==> src/rtl/mult_pkg.sv <==
// Shared defaults and FSM state type for the multiplier datapath blocks.
package mult_pkg;

    localparam int PRODUCT_WIDTH = 8;
    localparam int ACC_WIDTH     = 12;
    localparam int ACC_COUNT     = 16;

    typedef enum logic {
        ACCUM = 1'b0,
        HOLD  = 1'b1
    } acc_state_t;

endpackage

==> src/rtl/sat_adder.sv <==
// Accumulator adder: clamps to all-ones on carry-out when ACC_SATURATE_EN is
// defined, otherwise wraps modulo 2^Width with overflow tied low.
module sat_adder #(
    parameter int Width = 12
) (
    input  logic [Width-1:0] a,
    input  logic [Width-1:0] b,
    output logic [Width-1:0] sum,
    output logic             overflow
);

`ifdef ACC_SATURATE_EN
    logic [Width:0] full;

    // Once the accumulator sits at all-ones, any nonzero addend carries out again,
    // so the clamp stays sticky without needing the previous overflow state.
    assign full     = {1'b0, a} + {1'b0, b};
    assign sum      = full[Width] ? {Width{1'b1}} : full[Width-1:0];
    assign overflow = full[Width];
`else
    assign sum      = a + b;
    assign overflow = 1'b0;
`endif

endmodule

==> src/rtl/product_accumulator.sv <==
// Sums Acc_Count products per frame and holds the result until consumed.
// Saturation versus wrap is selected in sat_adder by ACC_SATURATE_EN.
module product_accumulator
    import mult_pkg::*;
#(
    parameter int Product_Width = PRODUCT_WIDTH,
    parameter int Acc_Width     = ACC_WIDTH,
    parameter int Acc_Count     = ACC_COUNT
) (
    input  logic                             clk,
    input  logic                             rst_n,
    input  logic [Product_Width-1:0]         Product,
    input  logic                             in_valid,
    output logic                             in_ready,
    input  logic                             acc_clear,
    output logic [Acc_Width-1:0]             out_sum,
    output logic                             out_valid,
    input  logic                             out_ready,
    output logic                             out_overflow,
    output logic [$clog2(Acc_Count+1)-1:0]   sample_cnt
);

    localparam int CntWidth = $clog2(Acc_Count + 1);

    acc_state_t          state;
    logic [Acc_Width-1:0] acc;
    logic                 ovf_seen;
    logic [Acc_Width-1:0] add_sum;
    logic                 add_ovf;
    logic [CntWidth-1:0]  cnt_inc;

    sat_adder #(
        .Width(Acc_Width)
    ) u_sat_adder (
        .a        (acc),
        .b        (Acc_Width'(Product)),
        .sum      (add_sum),
        .overflow (add_ovf)
    );

    assign in_ready = (state == ACCUM);
    assign cnt_inc  = sample_cnt + CntWidth'(1);

    always_ff @(posedge clk or negedge rst_n) begin
        if (!rst_n) begin
            state        <= ACCUM;
            acc          <= '0;
            ovf_seen     <= 1'b0;
            sample_cnt   <= '0;
            out_sum      <= '0;
            out_valid    <= 1'b0;
            out_overflow <= 1'b0;
        end else begin
            case (state)
                ACCUM: begin
                    // A clear takes priority and drops any product offered alongside it.
                    if (acc_clear) begin
                        acc        <= '0;
                        ovf_seen   <= 1'b0;
                        sample_cnt <= '0;
                    end else if (in_valid) begin
                        if (cnt_inc == CntWidth'(Acc_Count)) begin
                            out_sum      <= add_sum;
                            out_overflow <= ovf_seen | add_ovf;
                            out_valid    <= 1'b1;
                            acc          <= '0;
                            ovf_seen     <= 1'b0;
                            sample_cnt   <= '0;
                            state        <= HOLD;
                        end else begin
                            acc        <= add_sum;
                            ovf_seen   <= ovf_seen | add_ovf;
                            sample_cnt <= cnt_inc;
                        end
                    end
                end
                HOLD: begin
                    if (out_ready) begin
                        out_valid <= 1'b0;
                        state     <= ACCUM;
                    end
                end
                default: state <= ACCUM;
            endcase
        end
    end

endmodule
==> config.mk <==
export PLATFORM = sky130hd
export DESIGN_NAME = product_accumulator
export DESIGN_NICKNAME = d
export VERILOG_FILES = /design/src/rtl/mult_pkg.sv /design/src/rtl/sat_adder.sv /design/src/rtl/product_accumulator.sv
export SDC_FILE = /design/constraint.sdc
export NUM_CORES = 1
export LEC_CHECK = 0
export ABC_AREA = 1
export CORE_MARGIN = 2
export CORE_UTILIZATION = 45
export CTS_CLUSTER_SIZE = 10
export DETAILED_ROUTE_END_ITERATION = 10
export GPL_TIMING_DRIVEN = 0
export PLACE_DENSITY = 0.78
export SLEW_MARGIN = 40
export SYNTH_ARGS = -nofsm -noshare
export SYNTH_HDL_FRONTEND = slang
export SYNTH_SLANG_ARGS = --single-unit
==> constraint.sdc <==
create_clock -name clk -period 2.25 [get_ports clk]
set_input_delay 0.3375 -clock clk [delete_from_list [all_inputs] [get_ports clk]]
set_output_delay 0.3375 -clock clk [all_outputs]
set_load 0.02 [all_outputs]
-- Word level (Yosys, flattened, before mapping)
Cells that the tools add are included.
- register bits after elaboration: 33
- input bits: 13
- logic and storage cells: 41
- $add $sub $neg: 2
- equal/unequal tests: 5
- muxes and demuxes: 19
- bitwise operators: 2
- reductions and logical operators: 6
- operators by type and width (operator ; count):
    12-bit 2-to-1 mux ; 3
    5-bit 2-to-1 mux ; 3
    12-bit by 8-bit adder with 12-bit output ; 1
    1-bit 2-to-1 mux ; 11
    4-bit AND reduction ; 2
    2-bit != test (second input constant) ; 3
    5-bit by 1-bit adder with 5-bit output (second input constant) ; 1
    5-bit == test (second input constant) ; 1
    1-bit one-hot mux with 2 select lines ; 2
    2-bit nonzero test ; 2
    3-bit AND reduction ; 1
    2-bit by 1-bit != test with 1-bit output (second input constant) ; 1
    1-bit inverter ; 2
    2-bit AND reduction ; 1

-- Logic depth before layout (Yosys ltp)
- depth after elaboration: 6
- mapped depth: 12

-- By module
A second synthesis with hierarchy kept.
- cells, all modules: 311
- area, all modules: 2245.9 um^2
- by module, submodules not included (module ; times used ; cells an instance ; area an instance (um^2)):
    product_accumulator ; 1 ; 190 ; 1600.3
    sat_adder ; 1 ; 121 ; 645.6

-- Worst setup path after synthesis
Ideal clock, no wire load.
- path kind: input-to-reg
- start point: input Product[0]
- end point: register acc[6]
- library setup time: 0.066 ns
- data arrival time: 1.561 ns
- path slack: 0.624 ns
- stages: 11
- path buffers: 0
- path through: ha_1 inv_1 fa_1 inv_1 nand3_1 nand3_1 nand2_1 a21o_1 nand2_1 nand2_1 nand2_1
- cells in the longest elaborated chain, start to end: 4
- ends and longest elaborated chain (item ; line ; source):
    start: declaration ; product_accumulator.sv:12 ; input logic [Product_Width-1:0] Product,
    12-bit by 8-bit adder with 12-bit output ; sat_adder.sv:21 ; assign sum = a + b;
    12-bit 2-to-1 mux ; product_accumulator.sv:62 ; if (cnt_inc == CntWidth'(Acc_Count)) begin
    12-bit 2-to-1 mux ; product_accumulator.sv:61 ; end else if (in_valid) begin
    12-bit 2-to-1 mux ; product_accumulator.sv:57 ; if (acc_clear) begin
    end signal: assignment ; product_accumulator.sv:71 ; acc <= add_sum;
    end: declaration ; product_accumulator.sv:26 ; logic [Acc_Width-1:0] acc;
No other way between the ends. The select of a mux whose other input is x is not followed.
A chain may end at the register's enable or synchronous reset.

-- Worst setup path after layout
Same ends and word-level chain as after synthesis.

==> results.json <==
{
  "num_rows": 23,
  "grt_pass1_wl_um": 6693,
  "slew_headroom": 0.5450,
  "avgSynthCellArea_um2": 7.436,
  "synthDistinctLibCells": 27,
  "fin_crit_ns": 2.091,
  "maxSlewViolCount": 0,
  "totalWireLength_um": 3967,
  "numClockSinks": 31,
  "instances_no_fill": 335,
  "first_pass_iters": 4,
  "reg2reg_from": "acc[0]",
  "synth_edf_count": 0,
  "cts_buffers": 5,
  "synthCells": 247,
  "hpwl_um": 2928,
  "vias": 1651,
  "rr_endpoint": "acc[6]",
  "cts_buffer_depth": 2,
  "diodes": 0,
  "slowest_stage": "clkdlybuf4s50_1",
  "dp_slack_ns": -0.09996,
  "crit_path_start_kind": "input pin",
  "setup_ws_ns": 0.1589,
  "areaGrowthSynthToFinish_pct": 24.80,
  "dieArea_um2": 4609,
  "ys.flop_type": "dfrtp_1",
  "place_inst": 328,
  "cts_tree": "built",
  "initial_utilization": 0.4625,
  "synth-seq-cells": 31,
  "globalRouteOverflowTotal": 0,
  "antenna_found_initial": 0,
  "endpoint_kind": "register",
  "finalCritPeriodShare": 0.9294,
  "core_um2": 3971,
  "synth_top_area_frac": 0.4223,
  "path_clk_slew_ns": 0.07,
  "async_reset_ff_frac": 1.000,
  "powerDensity_nw_per_um2": 578.8,
  "crit_required_ns": 2.47,
  "reg2reg_slack_ns": 0.34,
  "fin_worst_skew_ns": 0.004026,
  "ctsResizeCount": 0,
  "clk_latency_ns": 0.28,
  "grt_max_degree": 32,
  "post_cts_buffers": 0,
  "drive_gt1_frac": 0.05965,
  "synth_area_leaders": "dfrtp_1, nand2_1, nand3_1, ha_1, inv_1",
  "synth_area_um2": 1837,
  "cap_violations": 0,
  "io_pins": 33,
  "clockRootBuffer": "clkbuf_8",
  "yosysMostFrequentCell": "nand2_1",
  "worstMarginPinSlew_ns": 0.6825,
  "htree_levels": 2,
  "syn_nets": 270,
  "synth_top_cell_by_area": "dfrtp_1",
  "drc": 0,
  "cts_hold_buf": 0,
  "hold_path_class": "input pin to asynchronous set/reset pin",
  "outcome": "complete, no violations",
  "track_usage": 0.1923,
  "ys_top_cells_by_count": "nand2_1, dfrtp_1, inv_1, nand3_1",
  "rr_worst_depth": 11,
  "portBuffers": 31,
  "crit_arrival_ns": 2.31,
  "die_height_um": 67.89,
  "setup_viol": 0,
  "ant_nets": 0,
  "path_class": "input pin to register",
  "yosysSeqAreaShare": 0.4223,
  "p_leak_uw": 0.001221,
  "yosysWarnings": 0,
  "n_fill_cell": 362,
  "crit_chain": "clkdlybuf4s50_1, ha_1, inv_1, fa_1, inv_1, nand3_1, nand3_1, nand2_1, a21o_1, nand2_1, nand2_1, nand2_1",
  "gp_congestion": 0.8837,
  "grt_pass1_vias": 1529,
  "finalHoldViolations": 0,
  "routed_via_density": 4.928,
  "drt_iter0_drc": 85,
  "peakVddDrop_uv": 285.0,
  "die_x_um": 67.89,
  "wl_per_cell_um": 11.84,
  "max_freq_ghz": 0.4782,
  "setup_tns_ns": 0,
  "path_max_fanout": 3,
  "crit_top_cell": "nand2_1",
  "nNetsFinal": 308,
  "rsz0062_at_grt": "false",
  "slowest_delay_ns": 0.46
}
## layout make-up
class | count | area (um^2) | share of cell area
multi-input combinational | 183 | 924.6 | 0.4034
sequential | 31 | 775.7 | 0.3384
timing repair buffer | 31 | 305.3 | 0.1332
inverter | 30 | 113.9 | 0.04967
clock buffer | 6 | 82.58 | 0.03603
tap | 50 | 62.56 | 0.02729
buffer | 3 | 22.52 | 0.009825
clock inverter | 1 | 5.005 | 0.002183
## per-layer routing
layer  vias to the layer above  GRT usage  share of wire
met5                         -          0              0
met4                         0    0.04750         0.0096
met3                         6    0.03947          0.049
met2                        35     0.3211           0.48
met1                       755     0.2566           0.46
li1                        855          -              -
## kinds of logic (layout without fill, tap and decap cells)
| kind of cell | after synthesis | count (layout) | synth area share |
|---|---|---|---|
| AO/OA/AOI/OAI | 18 | 18 | 0.05586 |
| buffers and inverters | 33 | 71 | 0.07424 |
| AND/OR/NAND/NOR | 149 | 149 | 0.3495 |
| other | 1 | 1 | 0.002042 |
| flip-flops | 31 | 31 | 0.4223 |
| XOR/XNOR | 5 | 5 | 0.02384 |
| adder cells (fa/ha/maj) | 10 | 10 | 0.07221 |
## critical path: cells and delay by family
kind	cells	cell delay (ns)
buf+inv	3	0.64
simple gates	6	0.54
compound gates	1	0.17
fa+ha+maj	2	0.63
## worst max path at each step
stage / startpoint / to / slack, ns / cells past startpoint
CTS: Product[0] / acc[6] / 0.19 / 12
detailed placement: Product[0] / acc[6] / -0.1 / 12
finish: Product[0] / acc[6] / 0.16 / 12
floorplan: Product[0] / acc[6] / 0.62 / 11
global route: Product[0] / out_sum[6] / 0.05 / 12
global placement: Product[0] / acc[6] / -0.05 / 12
## sequential cells by signal, summed over array words and instances, names as in the netlist
register / count
sample_cnt: 5
acc: 12
state: 1
out_valid: 1
out_sum: 12
## report_power, final
group          internal, uW  switching [uW]
registers               582            19.7
clock network           240             202
logic                   106             177
total                   928             399
## stage by stage
stage,cell area (um^2),power (uW),hold WS [ns],utilization
3_3_place_gp,2210,889.0,0.4637,0.5564
3_5_place_dp,2205,893.0,0.4285,0.5551
6_report,2292,1327,0.09510,0.5772
5_1_grt,2292,1398,0.1621,0.5772
4_1_cts,2292,1335,0.1259,0.5772
2_1_floorplan,1837,800.1,0.04191,-
## cells in the final DEF (no fill, tap or decap)
cell	instances
clkdlybuf4s50_1	30
inv_1	29
clkinv_2	2
o21ai_1	1
conb_1	1
o22ai_1	1
nand3_1	23
nand2_1	104
nand3_2	1
nand4_1	5
a22o_1	1
o21ai_0	10
nand2_4	1
clkbuf_8	6
ha_1	9
buf_2	1
dfrtp_1	31
nor4_1	1
nor2_4	3
a21oi_1	2
nor2_1	10
buf_4	1
clkbuf_1	1
nor2_2	1
a21o_1	2
a21boi_0	1
buf_6	1
fa_1	1
xnor2_1	1
xor2_1	4
(Power assumes the default switching activity.)
